`config.mk`:
```
export PLATFORM = sky130hd
export DESIGN_NAME = msg_loader
export DESIGN_NICKNAME = d
export VERILOG_FILES = /design/src/rtl/scroll_pkg.sv /design/src/rtl/nibble_packer.sv /design/src/rtl/msg_loader.sv
export SDC_FILE = /design/constraint.sdc
export NUM_CORES = 1
export LEC_CHECK = 0
export BUFFER_PORTS_ARGS = -buffer_cell sky130_fd_sc_hd__clkbuf_2
export CAP_MARGIN = 40
export CORE_MARGIN = 2
export CORE_UTILIZATION = 45
export CTS_CLUSTER_DIAMETER = 200
export DETAILED_ROUTE_END_ITERATION = 12
export PLACE_DENSITY = 0.76
export SLEW_MARGIN = 25
export SYNTH_ARGS = -nofsm -noshare
export SYNTH_HDL_FRONTEND = slang
export SYNTH_SLANG_ARGS = --single-unit
```
`constraint.sdc`:
```
create_clock -name clk -period 2.87 [get_ports clk]
set_input_delay 0.574 -clock clk [delete_from_list [all_inputs] [get_ports clk]]
set_output_delay 0.574 -clock clk [all_outputs]
set_load 0.05 [all_outputs]
```
`src/rtl/scroll_pkg.sv`:
```
// Types and constants shared by the message loader and the scroll reader.
package scroll_pkg;

    localparam int unsigned NIB_PER_WORD = 4;
    localparam int unsigned WORD_W       = 16;

    typedef enum logic [1:0] {
        StIdle,
        StAccept,
        StWrite,
        StDone
    } load_state_e;

endpackage

```
`src/rtl/nibble_packer.sv`:
```
// Packs accepted hex nibbles into a 16-bit word, first nibble in bits [3:0],
// padding nibbles not yet received, and counts nibbles for the whole load.
module nibble_packer
    import scroll_pkg::*;
#(
    parameter int unsigned CNT_W = 7,
    parameter logic [3:0]  PAD   = 4'h0
) (
    input  logic              clk,
    input  logic              reset,
    input  logic              i_clear,
    input  logic              i_push,
    input  logic [3:0]        i_digit,
    input  logic              i_last,
    output logic [WORD_W-1:0] o_word,
    output logic              o_last_nib,
    output logic [CNT_W-1:0]  o_count
);

    logic [1:0]        r_idx;
    logic [WORD_W-1:0] r_pack;
    logic [CNT_W-1:0]  r_count;

    // Word as it would look with i_digit inserted at the current index.
    always_comb begin
        o_word = '0;
        for (int i = 0; i < NIB_PER_WORD; i++) begin
            if (i < int'(r_idx)) begin
                o_word[4*i +: 4] = r_pack[4*i +: 4];
            end else if (i == int'(r_idx)) begin
                o_word[4*i +: 4] = i_digit;
            end else begin
                o_word[4*i +: 4] = PAD;
            end
        end
    end

    assign o_last_nib = (r_idx == 2'd3);
    assign o_count    = r_count;

    always_ff @(posedge clk) begin
        if (!reset || i_clear) begin
            r_idx   <= '0;
            r_pack  <= '0;
            r_count <= '0;
        end else if (i_push) begin
            r_count <= r_count + CNT_W'(1);
            if (o_last_nib || i_last) begin
                r_idx  <= '0;
                r_pack <= '0;
            end else begin
                r_idx  <= r_idx + 2'd1;
                r_pack <= o_word;
            end
        end
    end

endmodule

```
`src/rtl/msg_loader.sv`:
```
// Loads a stream of hex digits into BRAM port A, four nibbles per word,
// and reports the stored nibble count when the message ends or the buffer fills.
module msg_loader
    import scroll_pkg::*;
#(
    parameter int unsigned ADDR_W = 4,
    parameter logic [3:0]  PAD    = 4'h0
) (
    input  logic              clk,
    input  logic              reset,
    input  logic              start,
    input  logic [3:0]        digit,
    input  logic              digit_valid,
    input  logic              digit_last,
    output logic              digit_ready,
    output logic [ADDR_W-1:0] addra,
    output logic [WORD_W-1:0] data_in,
    output logic              ena,
    output logic              write_en,
    output logic              busy,
    output logic              done,
    output logic [ADDR_W+2:0] msg_len
);

    localparam int unsigned CNT_W = ADDR_W + 3;

    load_state_e       r_state;
    logic              r_last;
    logic              w_xfer;
    logic              w_word_end;
    logic              w_clear;
    logic              w_last_nib;
    logic [WORD_W-1:0] w_word;
    logic [CNT_W-1:0]  w_count;

    assign w_xfer     = digit_valid && digit_ready && (r_state == StAccept);
    assign w_word_end = w_xfer && (w_last_nib || digit_last);
    assign w_clear    = (r_state == StIdle) && start;

    nibble_packer #(
        .CNT_W (CNT_W),
        .PAD   (PAD)
    ) u_packer (
        .clk        (clk),
        .reset      (reset),
        .i_clear    (w_clear),
        .i_push     (w_xfer),
        .i_digit    (digit),
        .i_last     (digit_last),
        .o_word     (w_word),
        .o_last_nib (w_last_nib),
        .o_count    (w_count)
    );

    always_ff @(posedge clk) begin
        if (!reset) begin
            r_state     <= StIdle;
            r_last      <= 1'b0;
            digit_ready <= 1'b0;
            addra       <= '0;
            data_in     <= '0;
            ena         <= 1'b0;
            write_en    <= 1'b0;
            busy        <= 1'b0;
            done        <= 1'b0;
            msg_len     <= '0;
        end else begin
            done     <= 1'b0;
            write_en <= 1'b0;
            ena      <= 1'b0;
            case (r_state)
                StIdle: begin
                    if (start) begin
                        r_state     <= StAccept;
                        r_last      <= 1'b0;
                        addra       <= '0;
                        digit_ready <= 1'b1;
                        busy        <= 1'b1;
                    end
                end
                StAccept: begin
                    if (w_word_end) begin
                        r_state     <= StWrite;
                        r_last      <= digit_last;
                        digit_ready <= 1'b0;
                        data_in     <= w_word;
                        write_en    <= 1'b1;
                        ena         <= 1'b1;
                    end
                end
                StWrite: begin
                    // A full buffer ends the message just like digit_last.
                    if (r_last || (addra == '1)) begin
                        r_state <= StDone;
                        busy    <= 1'b0;
                        done    <= 1'b1;
                        msg_len <= w_count;
                    end else begin
                        r_state     <= StAccept;
                        addra       <= addra + ADDR_W'(1);
                        digit_ready <= 1'b1;
                    end
                end
                StDone: begin
                    r_state <= StIdle;
                end
                default: begin
                    r_state <= StIdle;
                end
            endcase
        end
    end

endmodule
```
== Word-level counts from Yosys, hierarchy flattened ==
Cells that the tools add are included.
Cells by class
  add/sub/neg operators: 3
  multiply operators: 0
  div/mod/pow operators: 0
  $lt $le $gt $ge: 3
  equal/unequal tests: 12
  shift-type cells: 0
  mux-type cells: 27
  bitwise logic cells: 0
  reductions and logical operators: 22
Operators with widths (number)
  4-bit 2-to-1 mux: 9
  12-bit 2-to-1 mux: 1
  2-bit AND reduction: 5
  3-bit AND reduction: 3
  1-bit 2-to-1 mux: 8
  2-bit 2-to-1 mux: 4
  2-bit inequality test (second input constant): 4
  2-bit case mux with 4 select lines: 1
  4-bit case mux with 2 select lines: 1
  7-bit by 1-bit adder with 7-bit output (second input constant): 1
  2-bit == test (second input constant): 3
  4-bit by 1-bit adder with 4-bit output (second input constant): 1
  2-bit == test (first input constant): 2
  4-bit == test (second input constant): 1
  1-bit logical AND: 4
  2-bit logical NOT: 2
  1-bit by 2-bit less-than comparator with 1-bit output (first input constant): 2
  1-bit case mux with 2 select lines: 2
  4-bit AND reduction: 1
  2-bit nonzero test: 2
  1-bit logical OR: 3
  1-bit case mux with 3 select lines: 1
  3-bit nonzero test: 1
  2-bit by 1-bit adder with 2-bit output (second input constant): 1
  other kinds (4): 4
Storage, ports and cells
  register bits: 55
  bits in latches: 0
  memory bits (writable): 0
  ROM bits: 0
  bits of input ports: 9
  output and inout bits: 32
  word-level logic and storage cells: 79
  memories kept: 0

== Logic depth before layout (Yosys ltp) ==
  word-level depth: 5
  gate-level depth with buffers: 6
  depth with buffers taken out: 5

== By module ==
From an unflattened synthesis, not the netlist that was laid out.
Unflattened totals
  cells, all modules: 277
  area total of the unflattened synthesis: 2454.9 um^2
By module, submodules not included
  msg_loader: instances 1, cells an instance 161, area an instance 1383.8 um^2
  nibble_packer: instances 1, cells an instance 116, area an instance 1071.0 um^2

== Worst setup path before layout ==
OpenSTA, ideal clock, no wires.
  path type: register -> register
  from: register u_packer.r_idx[1]
  to: register u_packer.r_pack[0]
  setup time: 0.061 ns
  arrival: 1.666 ns
  data required time: 2.809 ns
  slack: 1.144 ns
  stages on the path, launching flop included: 7
  path buffers: 1
  cell sequence: dfxtp_1 > inv_1 > ha_1 > buf_6 > or3_1 > a211oi_2 > a32o_1
Between the ends
  cells in the longest elaborated chain, start to end: 4
Ends and longest elaborated chain
  start: declaration: RTL line nibble_packer.sv:20  | logic [1:0] r_idx;
  start signal: assignment: RTL line nibble_packer.sv:52  | r_idx <= r_idx + 2'd1;
  2-bit logical NOT: RTL line nibble_packer.sv:30  | end else if (i == int'(r_idx)) begin
  4-bit 2-to-1 mux: RTL line nibble_packer.sv:30
  4-bit 2-to-1 mux: RTL line nibble_packer.sv:28  | if (i < int'(r_idx)) begin
  12-bit 2-to-1 mux (*): RTL line nibble_packer.sv:48  | if (o_last_nib || i_last) begin
  end signal: assignment: RTL line nibble_packer.sv:53  | r_pack <= o_word;
  end: declaration: RTL line nibble_packer.sv:21  | logic [WORD_W-1:0] r_pack;
Mark *: on every way between the ends. The rest lies on a longest branch, timed or not.
A chain may end at the register's enable or synchronous reset.

== Final worst setup path ==
  from: register u_packer.r_idx[1]
  to: register u_packer.r_pack[1]
The elaborated chain is that of the path after synthesis.

==> summary.md <==
| Metric | Value |
|---|---|
| Outcome | `completed` |
| Worst Hold Class | `flip-flop to flip-flop` |
| Hpwl dp | `between 3000 and 4000 µm` |
| Antenna violations before repair | `0` |
| Total grt overflow | `0` |
| Final setup TNS | `0 ns` |
| Final antenna-violating net count | `0` |
| RePlAce Congestion | `0.794` |
| Number of flops mapped to enable cells by yosys | `0` |
| Area of the die | `just over 6000 µm²` |
| Min-Delay Path Depth | `2` |
| Asr flop ratio synth | `0%` |
| # diodes | `0` |
| Flip-flop and latch area | `approximately 1100 µm²` |
| Std-Cell Core Area | `5410 µm²` |
| Starting Density | `between 40% and 50%` |
| Distinct cell type count of the synthesized netlist | `40` |
| Syn nets | `just under 300` |
| DRT Pass-1 Iters | `4` |
| Final WL | `5440 µm` |
| Crit path DAT | `approximately 2.2 ns` |
| Vias in the first global route | `just over 2,000` |
| DRC | `0` |
| Tightest Pin Transition | `0.596 ns` |
| Resize count post-CTS | `0` |
| Slew headroom | `about 60%` |
| Port buffer count | `40` |
| Share of layout cells above drive strength 1 | `around 20%` |
| CTS sink count | `55` |
| Yosys reg bits | `55` |
| Global-route wire length before repair | `9380 µm` |
| Tcrit/Tclk final | `between 60% and 70%` |
| Synth top area share | `44.4%` |
| I/O Pins | `41` |
| WL/cell | `~14 µm` |
| Setup Viol. Count Final | `0` |
| Leak pwr | `approximately 1.1 nW` |
| Setup crit end kind | `flip-flop` |
| Cell Pwr Density | `503 nW/µm²` |
| Clk Latency, worst-skew pair | `about 0.31 ns` |
| Max FO, Critical Path | `13` |
| Netlist Area Pre-Place | `2480 µm²` |
| Post-synthesis sequential area ratio | `between 40 and 50%` |
| H-tree depth | `2` |
| R2R depth | `5` |
| Via count | `2,177` |
| Max-slew violations | `0` |
| Area leader, netlist | `dfxtp_1` |
| Most common cell in the netlist | `dfxtp_1` |
| Multi-input logic area | `1230 µm²` |
| Synth Instances | `~280` |
| Cell Area, Placed | `2680 µm²` |
| CTS root buf | `clkbuf_8` |
| Synth Warn # | `0` |
| Setup Skew | `0.00821 ns` |
| CTS Buf Count | `5` |
| Commonest cells post-synth | `dfxtp_1, a21oi_1, nand3_1` |
| Crit Path Class | `flip-flop to flip-flop` |
| Area grow syn2layout | `13.0%` |
| Largest net degree at the start of global routing | `37` |
| Post CTS Setup Buffer Count | `0` |
| Fin nets | `325` |
| Worst-path clk slew | `0.09 ns` |
| Peak VDD IR | `~270 µV` |
| Worst setup SP type | `flip-flop` |
| Max Cap Viol | `0` |
| Rows | `27` |
| Die width | `78.3 µm` |
| Synth Flop Type | `dfxtp_1` |
| Die height | `78.3 µm` |
| Vias/cell | `5.70` |
| Fillers | `516` |
| Clk buf depth | `2` |
| Minimum clock period | `1.96 ns` |
| CTS Hold Bufs | `0` |
| Total GRT Usage | `roughly a fifth` |
| Design area | `2800 µm²` |
| RSZ-0062 raised after global routing | `false` |
| Max Clk Rate | `511 MHz` |
| Synth top area cells | `dfxtp_1, a21oi_1, nand3_1` |
| Iteration-0 DRC count of the detailed router | `169` |
| Final hold vios | `0` |
| Avg Cell Area, Syn | `between 8 and 9 µm²` |
| Clock tree from TritonCTS | `built` |
| Critical path required time | `3.12 ns` |
-- stage by stage --
stage | utilization (%) | total power (W) | std cells | setup slack [ns] | hold WS [ns]
floorplan | - | 0.000872 | 279 | 1.14 | 0.426
global placement | 49.5 | 0.000897 | 373 | 0.913 | 0.434
detailed placement | 49.5 | 0.000898 | 373 | 0.885 | 0.440
CTS | 51.7 | 0.00142 | 381 | 0.890 | 0.454
global route | 51.9 | 0.00147 | 382 | 0.798 | 0.473
finish | 51.9 | 0.00141 | 382 | 0.914 | 0.452
-- logic make-up (layout without fill, tap and decap cells) --
family	count (synthesis)	after routing	share of synthesized area, %
XOR/XNOR	1	1	0.353
AO/OA/AOI/OAI	90	90	21.8
multiplexers	5	5	2.02
flip-flops	55	55	44.4
adder cells (fa/ha/maj)	7	7	3.53
buffers and inverters	27	58	5.85
AND/OR/NAND/NOR	94	94	22.1
-- flip-flops by register name (all words and copies together) (netlist names) --
signal,cells
msg_len,7
write_en,1
digit_ready,1
addra,4
busy,1
data_in,16
u_packer.o_count,7
u_packer.r_idx,2
r_last,1
r_state,2
u_packer.r_pack,12
done,1
-- final timing paths --
check | startpoint | end | slack (ns)
max | u_packer.r_idx[1]$_SDFFE_PP0P_ | u_packer.r_pack[1]$_SDFFE_PP0P_ | 0.91
min | u_packer.r_pack[10]$_SDFFE_PP0P_ | u_packer.r_pack[10]$_SDFFE_PP0P_ | 0.45
max reg2reg | u_packer.r_idx[1]$_SDFFE_PP0P_ | u_packer.r_pack[1]$_SDFFE_PP0P_ | 0.91
min reg2reg | u_packer.r_pack[10]$_SDFFE_PP0P_ | u_packer.r_pack[10]$_SDFFE_PP0P_ | 0.45
-- worst max-delay path, cell delays in order, from the launching register on --
cell and delay (ns):
dfxtp_1 0.53, inv_1 0.12, ha_1 0.31, or3_1 0.42, a211oi_2 0.35, a32o_1 0.17
-- layer usage --
metal,vias up,wire (µm),GRT usage [%]
met5,-,0,0
met4,0,69,6.84
met3,7,210,3.56
met2,49,2550,29.8
met1,1024,2620,25.6
li1,1097,-,-
-- final cells by class --
class	count	share of cell area [%]
Multi-Input combinational cell	197	44.0
Sequential cell	55	39.3
Timing Repair Buffer	45	8.61
Tap cell	72	3.21
Clock buffer	6	2.95
Clock inverter	2	1.25
Inverter	5	0.669
-- layout by cell type, fill, tap and decap left out, types with 2 or more instances in the layout --
master    instances
dfxtp_1          55
a21oi_1          44
clkbuf_2         40
nand3_1          20
o21ai_0          16
nand2_1          15
o211ai_1         12
nor3_1           11
nor4_1            9
and2_1            8
and3b_1           8
ha_1              7
clkbuf_8          6
nor2_1            5
or3_1             5
mux2i_1           5
inv_1             4
a32o_1            4
a211oi_1          4
buf_4             4
a31oi_1           3
a31o_2            3
o31ai_1           2
or4_1             2
-- where the power goes --
group	total (W)	internal, W	switching (W)
clock network	0.000527	0.000283	0.000245
logic	0.000103	0.0000266	0.0000768
registers	0.000779	0.000771	0.00000809
Power figures use the tool's default switching activity.
